**config.mk**
```make
export PLATFORM = sky130hd
export DESIGN_NAME = seg_scan_ctrl
export DESIGN_NICKNAME = d
export VERILOG_FILES = /design/src/rtl/seg_scan_ctrl_pkg.sv /design/src/rtl/seg_scan_ctrl_hex2seg.sv /design/src/rtl/seg_scan_ctrl.sv
export SDC_FILE = /design/constraint.sdc
export NUM_CORES = 1
export LEC_CHECK = 0
export BUFFER_PORTS_ARGS = -buffer_cell sky130_fd_sc_hd__buf_2
export CAP_MARGIN = 15
export CORE_ASPECT_RATIO = 1.25
export CORE_MARGIN = 10
export CORE_UTILIZATION = 57
export CTS_CLUSTER_DIAMETER = 150
export CTS_CLUSTER_SIZE = 28
export DETAILED_ROUTE_END_ITERATION = 12
export GPL_TIMING_DRIVEN = 0
export PLACE_DENSITY = 0.81
export SLEW_MARGIN = 0
export SYNTH_ARGS = -nofsm -noshare
export SYNTH_HDL_FRONTEND = slang
export SYNTH_SLANG_ARGS = --single-unit
```
**constraint.sdc**
```tcl
create_clock -name clk -period 5.4 [get_ports clk]
set_input_delay 0.81 -clock clk [delete_from_list [all_inputs] [get_ports clk]]
set_output_delay 0.81 -clock clk [all_outputs]
set_load 0.005 [all_outputs]
```
**src/rtl/seg_scan_ctrl_pkg.sv**
```systemverilog
// Shared constants for the 8-digit 7-segment scan controller.
// Latency: n/a (constants and types only).
// Backpressure: n/a.
package seg_scan_ctrl_pkg;

  localparam int NUM_DIGITS = 8;
  localparam int IDX_W      = 3;

  // All segments dark, decimal point included (active-low bus).
  localparam logic [7:0] SEG_OFF = 8'hFF;

  // Common-anode hex patterns {dp,g,f,e,d,c,b,a}, dp bit held off (1).
  // Indexed by the hex value: HEX_SEG[4'hA] is the pattern for 'A'.
  localparam logic [15:0][7:0] HEX_SEG = {
    8'h8E, 8'h86, 8'hA1, 8'hC6,  // F E D C
    8'h83, 8'h88, 8'h90, 8'h80,  // B A 9 8
    8'hF8, 8'h82, 8'h92, 8'h99,  // 7 6 5 4
    8'hB0, 8'hA4, 8'hF9, 8'hC0   // 3 2 1 0
  };

  typedef enum logic {
    IDLE = 1'b0,
    SCAN = 1'b1
  } state_e;

endpackage

```
**src/rtl/seg_scan_ctrl_hex2seg.sv**
```systemverilog
// Hex nibble to 7-segment active-low pattern {g,f,e,d,c,b,a}.
// Latency: combinational.
// Backpressure: none.
module hex2seg
  import seg_scan_ctrl_pkg::*;
(
  input  logic [3:0] hex,
  output logic [6:0] seg_n
);

  // Table lookup; the decimal point is handled by the caller.
  always_comb begin
    seg_n = HEX_SEG[hex][6:0];
  end

endmodule

```
**src/rtl/seg_scan_ctrl.sv**
```systemverilog
// Scan controller: time-multiplexes 8 hex digits onto one segment bus with a per-frame snapshot.
// Latency: 1 edge from en rise to first digit; each digit dwells DIV cycles; frame is 8*DIV.
// Backpressure: none; en is a level gate. Optional leading-zero blanking under `SEG_LZ_BLANK_EN.
module seg_scan_ctrl
  import seg_scan_ctrl_pkg::*;
#(
  parameter int CLK_HZ  = 50_000_000,
  parameter int SCAN_HZ = 1000
) (
  input  logic             clk,
  input  logic             rst_n,
  input  logic             en,
  input  logic [31:0]      data,
  input  logic [7:0]       dp,
  input  logic [7:0]       blank,
  output logic [IDX_W-1:0] sel,
  output logic [7:0]       seg,
  output logic             frame_tick
);

  localparam int DIV_RAW = CLK_HZ / SCAN_HZ;
  localparam int DIV     = (DIV_RAW < 2) ? 2 : DIV_RAW;
  localparam int PW      = $clog2(DIV);
  localparam logic [PW-1:0]    PRESC_MAX = PW'(DIV - 1);
  localparam logic [IDX_W-1:0] LAST_IDX  = IDX_W'(NUM_DIGITS - 1);

  state_e           state_q, state_d;
  logic [PW-1:0]    presc_q, presc_d;
  logic [IDX_W-1:0] sel_q, sel_d;
  logic [7:0]       seg_q, seg_d;
  logic             tick_q, tick_d;
  logic [31:0]      snap_data_q, snap_data_d;
  logic [7:0]       snap_dp_q, snap_dp_d;
  logic [7:0]       snap_blank_q, snap_blank_d;

  logic             capture;   // load a fresh snapshot on this edge (frame start)
  logic             load_seg;  // refresh the segment bus from the next digit
  logic             seg_off;   // force the bus dark (idle / leaving scan)
  logic [3:0]       nib;
  logic [6:0]       nib_seg;
  logic             digit_off;

`ifdef SEG_LZ_BLANK_EN
  logic [7:0] lz_mask_q, lz_mask_d;

  // Digits above the top nonzero digit are suppressed unless their dp is lit; digit 0 never.
  function automatic logic [7:0] calc_lz_mask(input logic [31:0] d, input logic [7:0] p);
    logic all_zero_above;
    calc_lz_mask   = '0;
    all_zero_above = 1'b1;
    for (int i = NUM_DIGITS - 1; i >= 1; i--) begin
      all_zero_above  = all_zero_above & (d[4*i +: 4] == 4'h0);
      calc_lz_mask[i] = all_zero_above & ~p[i];
    end
  endfunction
`endif

  // FSM next-state, prescaler and digit index; decides when to capture and refresh segments.
  always_comb begin
    state_d  = state_q;
    presc_d  = presc_q;
    sel_d    = sel_q;
    capture  = 1'b0;
    load_seg = 1'b0;
    seg_off  = 1'b0;
    unique case (state_q)
      IDLE: begin
        presc_d = '0;
        sel_d   = '0;
        seg_off = 1'b1;
        if (en) begin
          state_d  = SCAN;
          capture  = 1'b1;
          load_seg = 1'b1;
          seg_off  = 1'b0;
        end
      end
      SCAN: begin
        if (!en) begin
          state_d = IDLE;
          presc_d = '0;
          sel_d   = '0;
          seg_off = 1'b1;
        end else if (presc_q == PRESC_MAX) begin
          presc_d  = '0;
          sel_d    = sel_q + IDX_W'(1);
          load_seg = 1'b1;
          capture  = (sel_q == LAST_IDX);
        end else begin
          presc_d = presc_q + PW'(1);
        end
      end
      default: state_d = IDLE;
    endcase
    tick_d = capture;
  end

  // Snapshot valid after this edge; the next digit is taken from it so seg tracks sel.
  always_comb begin
    snap_data_d  = capture ? data  : snap_data_q;
    snap_dp_d    = capture ? dp    : snap_dp_q;
    snap_blank_d = capture ? blank : snap_blank_q;
`ifdef SEG_LZ_BLANK_EN
    lz_mask_d    = capture ? calc_lz_mask(data, dp) : lz_mask_q;
    digit_off    = snap_blank_d[sel_d] | lz_mask_d[sel_d];
`else
    digit_off    = snap_blank_d[sel_d];
`endif
    nib          = snap_data_d[{sel_d, 2'b00} +: 4];
  end

  hex2seg u_hex2seg (
    .hex   (nib),
    .seg_n (nib_seg)
  );

  // Segment bus next value: dark, refreshed with the next digit, or held.
  always_comb begin
    seg_d = seg_q;
    if (seg_off) begin
      seg_d = SEG_OFF;
    end else if (load_seg) begin
      seg_d = digit_off ? SEG_OFF : {~snap_dp_d[sel_d], nib_seg};
    end
  end

  // State, prescaler, outputs and snapshot registers.
  always_ff @(posedge clk or negedge rst_n) begin
    if (!rst_n) begin
      state_q      <= IDLE;
      presc_q      <= '0;
      sel_q        <= '0;
      seg_q        <= SEG_OFF;
      tick_q       <= 1'b0;
      snap_data_q  <= '0;
      snap_dp_q    <= '0;
      snap_blank_q <= '0;
`ifdef SEG_LZ_BLANK_EN
      lz_mask_q    <= '0;
`endif
    end else begin
      state_q      <= state_d;
      presc_q      <= presc_d;
      sel_q        <= sel_d;
      seg_q        <= seg_d;
      tick_q       <= tick_d;
      snap_data_q  <= snap_data_d;
      snap_dp_q    <= snap_dp_d;
      snap_blank_q <= snap_blank_d;
`ifdef SEG_LZ_BLANK_EN
      lz_mask_q    <= lz_mask_d;
`endif
    end
  end

  assign sel        = sel_q;
  assign seg        = seg_q;
  assign frame_tick = tick_q;

endmodule

```
# --- After elaboration in Yosys (flattened, before gate mapping) ---
# Memories as Yosys holds them, arrays and structs flattened.
# Index checks and enable logic that the tools add are counted.
word_totals:
  wordCells: 44
  n_memories: 1
  inputBits: 51
  latchBits: 0
  mem_bits_ro: 128
  output_inout_bits: 12
  ff_bits: 77
  ram_bits: 0
classes:
  n_lt_le_gt_ge: 2
  multipliers: 0
  reduce_logical: 1
  mux: 25
  shift: 1
  n_eq_ne: 2
  n_addsub: 2
  bitwise: 2
  n_div: 0
mem_list:
  columns: ["name", "depth", "width", "read_ports", "rd_ports_with_merged_regs", "write_ports", "line", "text"]
  rows:
  - ["(name not given)", 16, 8, 1, 0, 0, "seg_scan_ctrl_hex2seg.sv:13", "seg_n = HEX_SEG[hex][6:0];"]
op_table:
  columns: ["op", "n"]
  rows:
  - ["two-way mux 8 bit", 5]
  - ["two-way mux 16 bit", 2]
  - ["two-way mux 32 bit", 1]
  - ["one-hot mux 16 bit (2 select lines)", 1]
  - ["variable part select 32 x 6 -> 4 bit", 1]
  - ["adder 16 x 1 -> 16 bit, second input constant", 1]
  - ["== test 16 bit, second input constant", 1]
  - ["two-way mux 1 bit", 8]
  - ["two-way mux 7 bit", 1]
  - ["binary-select mux 1 bit (select 3 bit)", 2]
  - ["two-way mux 3 bit", 2]
  - ["one-hot mux 3 bit (2 select lines)", 1]
  - ["< comparator 4 x 5 -> 1 bit, second input constant", 1]
  - ["< comparator 3 x 4 -> 1 bit, second input constant", 1]
  - ["one-hot mux 1 bit (2 select lines)", 2]
  - ["adder 3 x 1 -> 3 bit, second input constant", 1]
  - ["== test 3 bit, second input constant", 1]
  - ["NOT 1 bit", 2]
  - ["nonzero test 2 bit", 1]

# --- Depth between registers and ports, before layout ---
# Gate-level depths: netlist (run 1).
logic_depth:
  depth_word: 11
  depth_mapped: 17
  ltp_nobuf: 13

# --- By module ---
# A second synthesis (run 1) with hierarchy kept.
unflattened:
  hier_cells: 321
  area_unflattened_um2: 3958.8
by_module_without_submodules:
  columns: ["module", "cells_per_inst", "instances", "area_per_inst_um2"]
  rows:
  - ["seg_scan_ctrl", 289, 1, 3683.5]
  - ["hex2seg", 32, 1, 275.3]

# --- Worst setup path before layout (run 1) ---
# Ideal clock, no wire load.
synth_timing:
  path_kind: "register to register"
  from: "reg presc_q[7]"
  to: "reg seg_q[3] (netlist: seg[3])"
  setup_time_ns: 0.082
  path_stages_with_launch: 15
  arrival_time_ns: 3.760
  path_slack_ns: 1.558
  required_time_ns: 5.318
  path_cell_list: "dfrtp_1 > or4b_4 > or4_1 > buf_2 > o22ai_4 > buf_6 > buf_6 > mux2_2 > a221oi_1 > o21ba_2 > inv_1 > ha_1 > mux2_2 > mux2i_1 > a21oi_1"
synth_via:
  elab_chain_cells: 11
synth_rtl:
  columns: ["item", "line", "text"]
  rows:
  - ["from (decl)", "seg_scan_ctrl.sv:28", "logic [PW-1:0] presc_q, presc_d;"]
  - ["from (signal assigned)", "seg_scan_ctrl.sv:143", "presc_q <= presc_d;"]
  - ["== test 16 bit", "seg_scan_ctrl.sv:84", "end else if (presc_q == PRESC_MAX) begin"]
  - ["two-way mux 1 bit", "seg_scan_ctrl.sv:84", null]
  - ["two-way mux 1 bit", "seg_scan_ctrl.sv:79", "if (!en) begin"]
  - ["one-hot mux 1 bit (2 select lines)", "seg_scan_ctrl.sv:66", "unique case (state_q)"]
  - ["two-way mux 32 bit", "seg_scan_ctrl.sv:100", "snap_data_d = capture ? data : snap_data_q;"]
  - ["net snap_data_d[17]", "seg_scan_ctrl.sv:32", "logic [31:0] snap_data_q, snap_data_d;"]
  - ["variable part select 32 x 6 -> 4 bit", "seg_scan_ctrl.sv:109", "nib = snap_data_d[{sel_d, 2'b00} +: 4];"]
  - ["memory read (16 x 8 bit)", null, null]
  - ["two-way mux 7 bit (not written as such)", "seg_scan_ctrl_hex2seg.sv:13", null]
  - ["two-way mux 8 bit", "seg_scan_ctrl.sv:123", "seg_d = digit_off ? SEG_OFF : {~snap_dp_d[sel_d], nib_seg};"]
  - ["two-way mux 8 bit", "seg_scan_ctrl.sv:122", "end else if (load_seg) begin"]
  - ["two-way mux 8 bit", "seg_scan_ctrl.sv:120", "if (seg_off) begin"]
  - ["to (signal assigned)", "seg_scan_ctrl.sv:145", "seg_q <= seg_d;"]
  - ["to (decl)", "seg_scan_ctrl.sv:30", "logic [7:0] seg_q, seg_d;"]
# The timed path passes the listed nets, and every way through them passes these cells. The select of a mux whose other input is x is not followed.
# A chain may end at the register's enable or synchronous reset.

# --- Worst setup path in the final report (run 1) ---
layout_timing:
  from: "reg presc_q[7]"
  to: "reg seg_q[3] (netlist: seg[3])"
layout_via:
  elab_chain_cells: 11
layout_rtl:
  columns: ["item", "line"]
  rows:
  - ["== test 16 bit *", "seg_scan_ctrl.sv:84"]
  - ["two-way mux 1 bit", "seg_scan_ctrl.sv:84"]
  - ["two-way mux 1 bit", "seg_scan_ctrl.sv:79"]
  - ["one-hot mux 1 bit (2 select lines)", "seg_scan_ctrl.sv:66"]
  - ["two-way mux 32 bit", "seg_scan_ctrl.sv:100"]
  - ["variable part select 32 x 6 -> 4 bit", "seg_scan_ctrl.sv:109"]
  - ["memory read (16 x 8 bit)", null]
  - ["two-way mux 7 bit (not written as such)", "seg_scan_ctrl_hex2seg.sv:13"]
  - ["two-way mux 8 bit", "seg_scan_ctrl.sv:123"]
  - ["two-way mux 8 bit", "seg_scan_ctrl.sv:122"]
  - ["two-way mux 8 bit", "seg_scan_ctrl.sv:120"]
# Every way passes the cells marked *; elsewhere a longest branch is shown, timed or not. The select of a mux whose other input is x is not followed.

==> impl_metrics.toml, run 1 <==
[outcome]
outcome = "completed"

[clock_network]
post_cts_resized = 0
clock_path_buffers = 2
clk_latency_ns = 0.36
clk_pin_slew_ns = 0.08
cts_buffers = 9
hold_buffers = 0
clock_sinks = 77
cts_setup_buffers = 0
cts_tree = "built"
h-tree-depth = 3
root_buffer = "clkbuf_8"

[logic_synthesis]
synth-edff-count = 0
ys_ff_latch = 77
synth.distinct_cells = 55
seq_area_frac_synth_pct = 47.7
ys_async_sr_fraction_pct = 100
yosysWarningCount = 0
synth_cells = 341
syn-num-nets = 401
synth_area_mm2 = 0.00406
syn_area_per_cell_um2 = 11.9
ys.flop_type = "dfrtp_1"

[die]
rows = 34
start_util_pct = 58.5
fp.dieArea_mm2 = 0.0109
core_area_mm2 = 0.00693
die_x_um = 95.5
die_h_um = 114
io_pins = 63

[final_layout]
fin_area_mm2 = 0.00469
layout.nets = 475
fillers = 547
antenna_cells = 0
final_cells = 510
drive_gt1_share_pct = 37.6
final_util_pct = 67.7
areaGrowthSynthToFinish_pct = 15.7

[routing]
drt_iter0_drc = 165
drt_pass1_iterations = 4
drt_wl_total_um = 8950
ant_nets = 0
drc = 0
vias_per_cell = 5.73
wl_per_cell_um = 17.5
vias = 2921

[power]
leakagePower_nw = 2.05
p_per_area_mw_per_mm2 = 278
ir_worst_vdd_mv = 0.198
finalPower_mw = 1.31

[sta]
fmax_ghz = 0.235
holdWs_ns = 0.383
slew_headroom_pct = 48.3
finalHoldViolations = 0
period_minus_slack_ns = 4.25
skew_ns = 0.00866
slew_viol_final = 0
layout_setup_ws_ns = 1.15
worstMarginPinSlew_ns = 0.767
rsz0062_at_grt = "no"
finalSetupViolCount = 0
finalCritPeriodShare_pct = 78.7
setup_tns_ns = 0

[grt]
grt_pass1_wl_um = 15200
use_met1_pct = 20.1
grt_busiest_layer = "met2"
use_met3_pct = 4.46
antenna_found_initial = 0
grt_start_max_net_pins = 44
gr-total-overflow = 0
grt_util_all_layers_pct = 17.7
grt_pass1_vias = 3243
use_met2_pct = 30.7

[worst_setup_path]
end_kind = "flop"
crit_slowest_cell = "or4b_4"
path_common_cell = "mux2i_1"
r2r_end = "seg[3]"
path_cells = "or4b_4, nor4_4, mux2i_1, buf_6, mux4_2, a22oi_1, nand2_1, o21ba_2, inv_1, ha_1, mux2_2, mux2i_1, a21oi_1"
start_kind = "flop"
path_max_fanout = 10
required_ns = 5.69
worstSetupPathType = "reg -> reg"
cp_slowest_stage_delay_ns = 0.60
timing.rr.start = "presc_q[7]"
r2r_slack_ns = 1.15
reg2reg_depth = 13
cp_data_arrival_time_ns = 4.55

[placed_design]
postPlaceCellArea_mm2 = 0.00450
placedCellCount = 494
place_congestion = 0.824
post-place-ws_ns = 1.12
hpwl_um = 6980
io_buffers = 62

[flow_run]
cap_violations = 0

[min_path]
min_path_type = "in -> async"
## registers in the layout (all words and copies together), names as in the netlist
name and flops:
sel 3, snap_blank_q 8, snap_data_q 32, frame_tick 1, seg 8, presc_q 16, snap_dp_q 8, state_q 1
## cell families (layout without fill, tap and decap cells)
group | after synthesis | count (layout) | share of synthesized area, %
mux | 69 | 69 | 20.6
simple gates | 107 | 107 | 14.5
buf+inv | 23 | 102 | 3.11
flops | 77 | 77 | 47.7
fa+ha+maj | 9 | 9 | 2.78
xor+xnor | 14 | 14 | 3.02
compound gates | 42 | 42 | 8.23
## power by group
part / internal [mW] / switching [mW] / leakage (nW)
registers: 0.640 / 0.0226 / 0.937
logic: 0.110 / 0.105 / 1.03
clock network: 0.212 / 0.215 / 0.0923
## cells in the mapped netlist (all sizes together) (3+ instances only)
library cell	instances	share of area [%]
mux2i	15	3.7
xor2	7	1.5
nor2	33	3.1
nor4	4	1.7
dfstp	8	5.2
mux2	47	13
xnor2	7	1.5
nor3	4	0.49
o211ai	3	0.56
mux4	7	3.9
and2b	3	0.56
o21ai	5	0.62
a31oi	4	0.62
and2	7	1.1
ha	9	2.8
a22oi	4	0.74
inv	10	0.93
nand3	13	1.6
dfrtp	69	43
clkbuf	3	0.28
a21oi	3	0.37
and3	6	0.93
o22ai	3	0.80
buf	10	1.9
nand2	24	2.2
a22o	6	1.3
## cells in the final DEF, fill, tap and decap left out, drive strengths merged, types with 6 or more instances in the layout
cell and count:
nor2 33, buf 73, mux2 47, dfstp 8
mux4 7, mux2i 15, clkbuf 13, nand2 24
xnor2 7, a22o 6, dfrtp 69, ha 9
and2 7, nand3 13, inv 10, xor2 7
and3 6
## cell type report
type                       count  area [µm²]  area share [%]
tap                           90         113            2.40
clock inverter                 6        63.8            1.36
sequential                    77        1940            41.3
timing repair buffer          63         333            7.09
clock buffer                  10         128            2.72
multi-input combinational    241        1990            42.5
buffer                        13        88.8            1.89
inverter                      10        37.5           0.800
## per-layer routing
metal,vias up,wire length (µm)
li1,1382,-
met3,13,384
met2,66,4760
met1,1460,3630
met4,0,181
met5,-,0
## worst max-delay path: cells and delay by family, from the launching register on
family | cells | cell delay, ns
multiplexers | 4 | 1.42
adder cells (fa/ha/maj) | 1 | 0.25
AND/OR/NAND/NOR | 3 | 1.13
flip-flops | 1 | 0.43
AO/OA/AOI/OAI | 3 | 0.60
buffers and inverters | 2 | 0.34
## how the worst max path moves through the flow
stage | to | cells past startpoint | start
3_5_place_dp | seg[3] | 14 | presc_q[7]
3_3_place_gp | seg[3] | 13 | presc_q[7]
5_1_grt | seg[3] | 14 | presc_q[7]
2_1_floorplan | seg[3] | 14 | presc_q[7]
4_1_cts | seg[3] | 13 | presc_q[7]
6_report | seg[3] | 13 | presc_q[7]
(Power assumes the default switching activity.)
==> run 2: changes to the inputs <==
--- a/config.mk
+++ b/config.mk
@@ -9,12 +9,12 @@
 export CAP_MARGIN = 15
 export CORE_ASPECT_RATIO = 1.25
 export CORE_MARGIN = 10
-export CORE_UTILIZATION = 57
+export CORE_UTILIZATION = 51
 export CTS_CLUSTER_DIAMETER = 150
 export CTS_CLUSTER_SIZE = 28
 export DETAILED_ROUTE_END_ITERATION = 12
 export GPL_TIMING_DRIVEN = 0
-export PLACE_DENSITY = 0.81
+export PLACE_DENSITY = 0.77
 export SLEW_MARGIN = 0
 export SYNTH_ARGS = -nofsm -noshare
 export SYNTH_HDL_FRONTEND = slang
==> constraint.sdc (replaced) <==
create_clock -name clk -period 3.52 [get_ports clk]
set_input_delay 0.528 -clock clk [delete_from_list [all_inputs] [get_ports clk]]
set_output_delay 0.528 -clock clk [all_outputs]
set_load 0.005 [all_outputs]
==> run 2 against run 1 <==
Net effect:
- the flow now finishes with violations (setup timing)
- critical path depth shrank 2
- final cell count grew 7.6%
- hold slack lost 0.37 ns
- global-route usage shrank 0.39 points
- die area grew 9.5%
- non-clock buffer count grew 34
- largest power group unchanged
==> impl_metrics.toml, run 2 (synthesis results as in run 1) <==
[sta]
setup_tns_ns = -1.06
skew_ns = 0.0112
fmax_ghz = 0.268
slew_headroom_pct = 59.3
rsz0062_at_grt = "yes"
period_minus_slack_ns = 3.73
finalHoldViolations = 0
finalSetupViolCount = 8
worstMarginPinSlew_ns = 0.593
layout_setup_ws_ns = -0.215
slew_viol_final = 0
finalCritPeriodShare_pct = 106

[final_layout]
reg_top3 = "snap_data_q: 32 flops, presc_q: 16 flops"
final_util_pct = 68.2
largest_reg_flops = 32
regMostFlops = "snap_data_q"
fillers = 575
regArea_mm2 = 0.00194
areaGrowthSynthToFinish_pct = 31.0
layout.nets = 509
drive_gt1_share_pct = 49.1
antenna_cells = 0
multi_input_area_mm2 = 0.00223
final_cells = 549
final_common_cell = "dfrtp_1"
final_cell_mix = "dfrtp_1 (67), buf_2 (63), mux2_2 (36)"

[power]
finalPower_mw = 2.18
leakagePower_nw = 2.36
ir_worst_vdd_mv = 0.316
p_per_area_mw_per_mm2 = 410

[grt]
grt_pass1_vias = 3416
gr-total-overflow = 0
antenna_found_initial = 0
grt_pass1_wl_um = 16700
grt_util_all_layers_pct = 17.3
grt_start_max_net_pins = 64

[die]
die_h_um = 120
io_pins = 63
rows = 36
start_util_pct = 52.1
die_x_um = 99.8
core_area_mm2 = 0.00779
fp.dieArea_mm2 = 0.0119

[placed_design]
placedCellCount = 499
io_buffers = 62
place_congestion = 0.819
hpwl_um = 6810

[min_path]
min_path_type = "in -> async"

[clock_network]
root_buffer = "clkbuf_8"
hold_buffers = 0
clk_latency_ns = 0.37
h-tree-depth = 3
clk_pin_slew_ns = 0.08
cts_buffers = 9
cts_tree = "built"
clock_path_buffers = 2
clock_sinks = 77

[worst_setup_path]
path_max_fanout = 7
r2r_end = "seg[0]"
cp_data_arrival_time_ns = 4.01
required_ns = 3.80
start_kind = "flop"
reg2reg_depth = 11
timing.rr.start = "presc_q[11]"
r2r_slack_ns = -0.21
worstSetupPathType = "reg -> reg"
end_kind = "flop"

[routing]
drt_pass1_iterations = 4
drc = 0
ant_nets = 0
vias_per_cell = 5.60
wl_per_cell_um = 18.6
vias = 3074
drt_iter0_drc = 254
drt_wl_total_um = 10200

[outcome]
outcome = "finished with violations"
violations = "setup timing"

[flow_run]
cap_violations = 0
run 2: cell types whose count changed in the layout (fill, tap and decap cells not counted), moves of 5 or more:
cell    change
mux2_4     +10
buf_4      +24
ha_1        -6
ha_4        +5
buf_6       +6
mux2_2     -10
run 2: repair_timing:
| item | CTS | global route |
|---|---|---|
| cloned | 3 | 0 |
| pin swaps | 20 | 7 |
| setup buffers | 25 | 8 |
| endpoints found under the setup margin | 15 | 8 |
| resized for setup | 27 | 21 |
run 2: stage by stage:
stage	hold WS [ns]	setup WS, ns	cell area [µm²]
6_report	0.0154	-0.215	5320
5_1_grt	0.0244	-0.311	5320
4_1_cts	0.0211	-0.177	5160
3_5_place_dp	0.409	-0.559	4630
3_3_place_gp	0.444	-0.517	4600
2_1_floorplan	0.232	-0.150	4180
run 2: worst max-delay path: stages (launching register included):
cell     delay, ns
dfrtp_1       0.39
or4b_4        0.53
or4_4         0.57
o22ai_4       0.21
buf_6         0.15
mux2_4        0.30
a22o_1        0.26
buf_4         0.14
or4_4         0.61
and2_4        0.19
a22oi_2       0.17
a31oi_1       0.12
run 2: how the worst max path moves through the flow:
| stage | startpoint | end |
|---|---|---|
| after floorplan | presc_q[4] | seg[3] |
| after global placement | presc_q[11] | seg[3] |
| after detailed placement | presc_q[11] | seg[3] |
| after CTS | presc_q[10] | seg[3] |
| after global routing | presc_q[5] | seg[3] |
| final | presc_q[11] | seg[0] |
run 2: routing by layer:
layer / vias up / track usage [%] / part of all wire [%] / wire length [µm]
met2: 64 / 30.1 / 53 / 5360
met1: 1548 / 19.9 / 41 / 4190
li1: 1451 / - / - / -
met5: - / 0 / 0 / 0
met3: 11 / 3.27 / 4.6 / 474
met4: 0 / 8.08 / 1.6 / 167
run 2: final cells by class:
class,instances,area share (%)
clock buffers,11,2.47
clock inverters,5,1.41
well taps,95,2.24
flip-flops and latches,77,36.5
plain buffers,11,1.98
multi-input cells,241,41.9
inverters,10,0.800
repair buffers,99,12.7
run 2: power by group:
group / internal (mW) / total (mW) / switching [mW]
Clock: 0.396 / 0.723 / 0.327
Sequential: 0.982 / 1.01 / 0.0330
Combinational: 0.240 / 0.443 / 0.203
Total: 1.62 / 2.18 / 0.562
==> run 3: changes to the inputs <==
--- a/config.mk
+++ b/config.mk
@@ -8,13 +8,13 @@
 export BUFFER_PORTS_ARGS = -buffer_cell sky130_fd_sc_hd__buf_2
 export CAP_MARGIN = 15
 export CORE_ASPECT_RATIO = 1.25
-export CORE_MARGIN = 10
-export CORE_UTILIZATION = 51
+export CORE_UTILIZATION = 53
+export CTS_BUF_LIST = sky130_fd_sc_hd__clkbuf_8
 export CTS_CLUSTER_DIAMETER = 150
 export CTS_CLUSTER_SIZE = 28
 export DETAILED_ROUTE_END_ITERATION = 12
 export GPL_TIMING_DRIVEN = 0
-export PLACE_DENSITY = 0.77
+export PLACE_DENSITY = 0.79
 export SLEW_MARGIN = 0
 export SYNTH_ARGS = -nofsm -noshare
 export SYNTH_HDL_FRONTEND = slang
==> run 3 against run 2 <==
Net effect:
- the flow still finishes with violations (setup timing)
- sequential power about the same
- fmax about the same
- clock skew down 0.0048 ns
- design area down 1.1%
- flip-flop and latch count unchanged
- first-iteration DRC count down 59%
- register-to-register slack about the same
- non-clock buffer count up 4
- largest power group unchanged
==> impl_metrics.toml, run 3 (synthesis results as in run 1) <==
[routing]
vias = 3074
drt_iter0_drc = 103
drc = 0
ant_nets = 0
vias_per_cell = 5.59
wl_per_cell_um = 16.9
drt_wl_total_um = 9280
drt_pass1_iterations = 4

[placed_design]
postPlaceCellArea_mm2 = 0.00462
io_buffers = 62
hpwl_um = 6440
placedCellCount = 496
place_congestion = 0.825

[die]
rows = 35
die_x_um = 80.3
die_h_um = 99.8
io_pins = 63
fp.dieArea_mm2 = 0.00801
core_area_mm2 = 0.00740
start_util_pct = 54.8

[sta]
skew_ns = 0.00639
layout_setup_ws_ns = -0.217
rsz0062_at_grt = "yes"
slew_viol_final = 0
period_minus_slack_ns = 3.74
finalCritPeriodShare_pct = 106
fmax_ghz = 0.268
worstMarginPinSlew_ns = 0.727
finalSetupViolCount = 7
finalHoldViolations = 0
slew_headroom_pct = 50.8
setup_tns_ns = -1.13

[final_layout]
layout.nets = 513
reg_top3 = "snap_data_q: 32 flops, presc_q: 16 flops"
antenna_cells = 0
fillers = 527
regMostFlops = "snap_data_q"
drive_gt1_share_pct = 48.9
fin_area_mm2 = 0.00526
areaGrowthSynthToFinish_pct = 29.6
final_util_pct = 71.0
final_cells = 550
regArea_mm2 = 0.00194
final_common_cell = "dfrtp_1"
final_cell_mix = "dfrtp_1 (69), buf_2 (63), mux2_2 (37)"
multi_input_area_mm2 = 0.00219
largest_reg_flops = 32

[worst_setup_path]
cp_data_arrival_time_ns = 4.01
start_kind = "flop"
critPathBufInv = 3
path_max_fanout = 6
cp_slowest_stage_delay_ns = 0.58
required_ns = 3.80
path_cells = "or4bb_4, or4_4, o22ai_4, buf_8, buf_12, mux4_2, a22oi_2, nand2_1, o21ba_4, inv_6, ha_4, mux2_2, mux2i_1, a21oi_1"
end_kind = "flop"
critPathTopFamily = "simple AND/OR/NAND/NOR gates"
crit_slowest_cell = "or4bb_4"
r2r_slack_ns = -0.22
worstSetupPathType = "reg -> reg"

[grt]
use_met3_pct = 6.64
gr-total-overflow = 0
antenna_found_initial = 0
grt_pass1_wl_um = 15400
grt_busiest_layer = "met2"
use_met2_pct = 44.6
grt_pass1_vias = 3269
use_met1_pct = 30.1
grt_start_max_net_pins = 44
grt_util_all_layers_pct = 25.8

[clock_network]
root_buffer = "clkbuf_8"
cts_tree = "built"
clock_path_buffers = 2
cts_buffers = 9
clk_latency_ns = 0.35
hold_buffers = 0
clk_pin_slew_ns = 0.08
clock_sinks = 77
h-tree-depth = 3

[outcome]
violations = "setup timing"
outcome = "finished with violations"

[power]
ir_worst_vdd_mv = 0.329
leakagePower_nw = 2.36
finalPower_mw = 2.02
p_per_area_mw_per_mm2 = 385

[flow_run]
cap_violations = 0

[min_path]
min_path_type = "in -> async"
run 3: layout make-up:
cell class	instances	share of cell area, %
sequential	77	36.8
clock buffer	10	2.62
tap	92	2.19
multi-input combinational	241	41.7
buffer	11	2.00
inverter	10	0.904
timing repair buffer	103	13.3
clock inverter	6	0.500
run 3: where the power goes:
part | switching, mW | leakage [nW] | internal (mW)
Sequential | 0.0336 | 0.937 | 0.982
Combinational | 0.196 | 1.32 | 0.238
Clock | 0.310 | 0.0996 | 0.264
run 3: worst paths after layout:
check | start | to | depth (start not counted)
worst min-delay path | rst_n | snap_data_q[26] | 1
max in group asynchronous | rst_n | seg[1] | 2
worst min register to register | presc_q[0] | presc_q[0] | 1
worst max-delay path | presc_q[4] | seg[3] | 14
worst max register to register | presc_q[4] | seg[3] | 14
min in group clk | en | state_q | 1
run 3: repair_timing:
item | CTS | global route
setup buffers | 29 | 10
hold endpoints to repair | 0 | 0
resized for setup | 24 | 16
pin swaps | 17 | 11
setup endpoints to repair | 16 | 8
cloned | 1 | 0
run 3: stage by stage:
step	hold slack [ns]	setup slack (ns)
floorplan	0.232	-0.150
global placement	0.444	-0.513
detailed placement	0.456	-0.556
CTS	0.134	-0.195
global route	0.155	-0.315
finish	0.118	-0.217
run 3: layer usage:
layer | wire length, µm | part of all wire [%] | vias up
li1 | - | - | 1461
met1 | 3780 | 41 | 1520
met2 | 4930 | 53 | 78
met3 | 397 | 4.3 | 15
met4 | 173 | 1.9 | 0
met5 | 0 | 0 | -
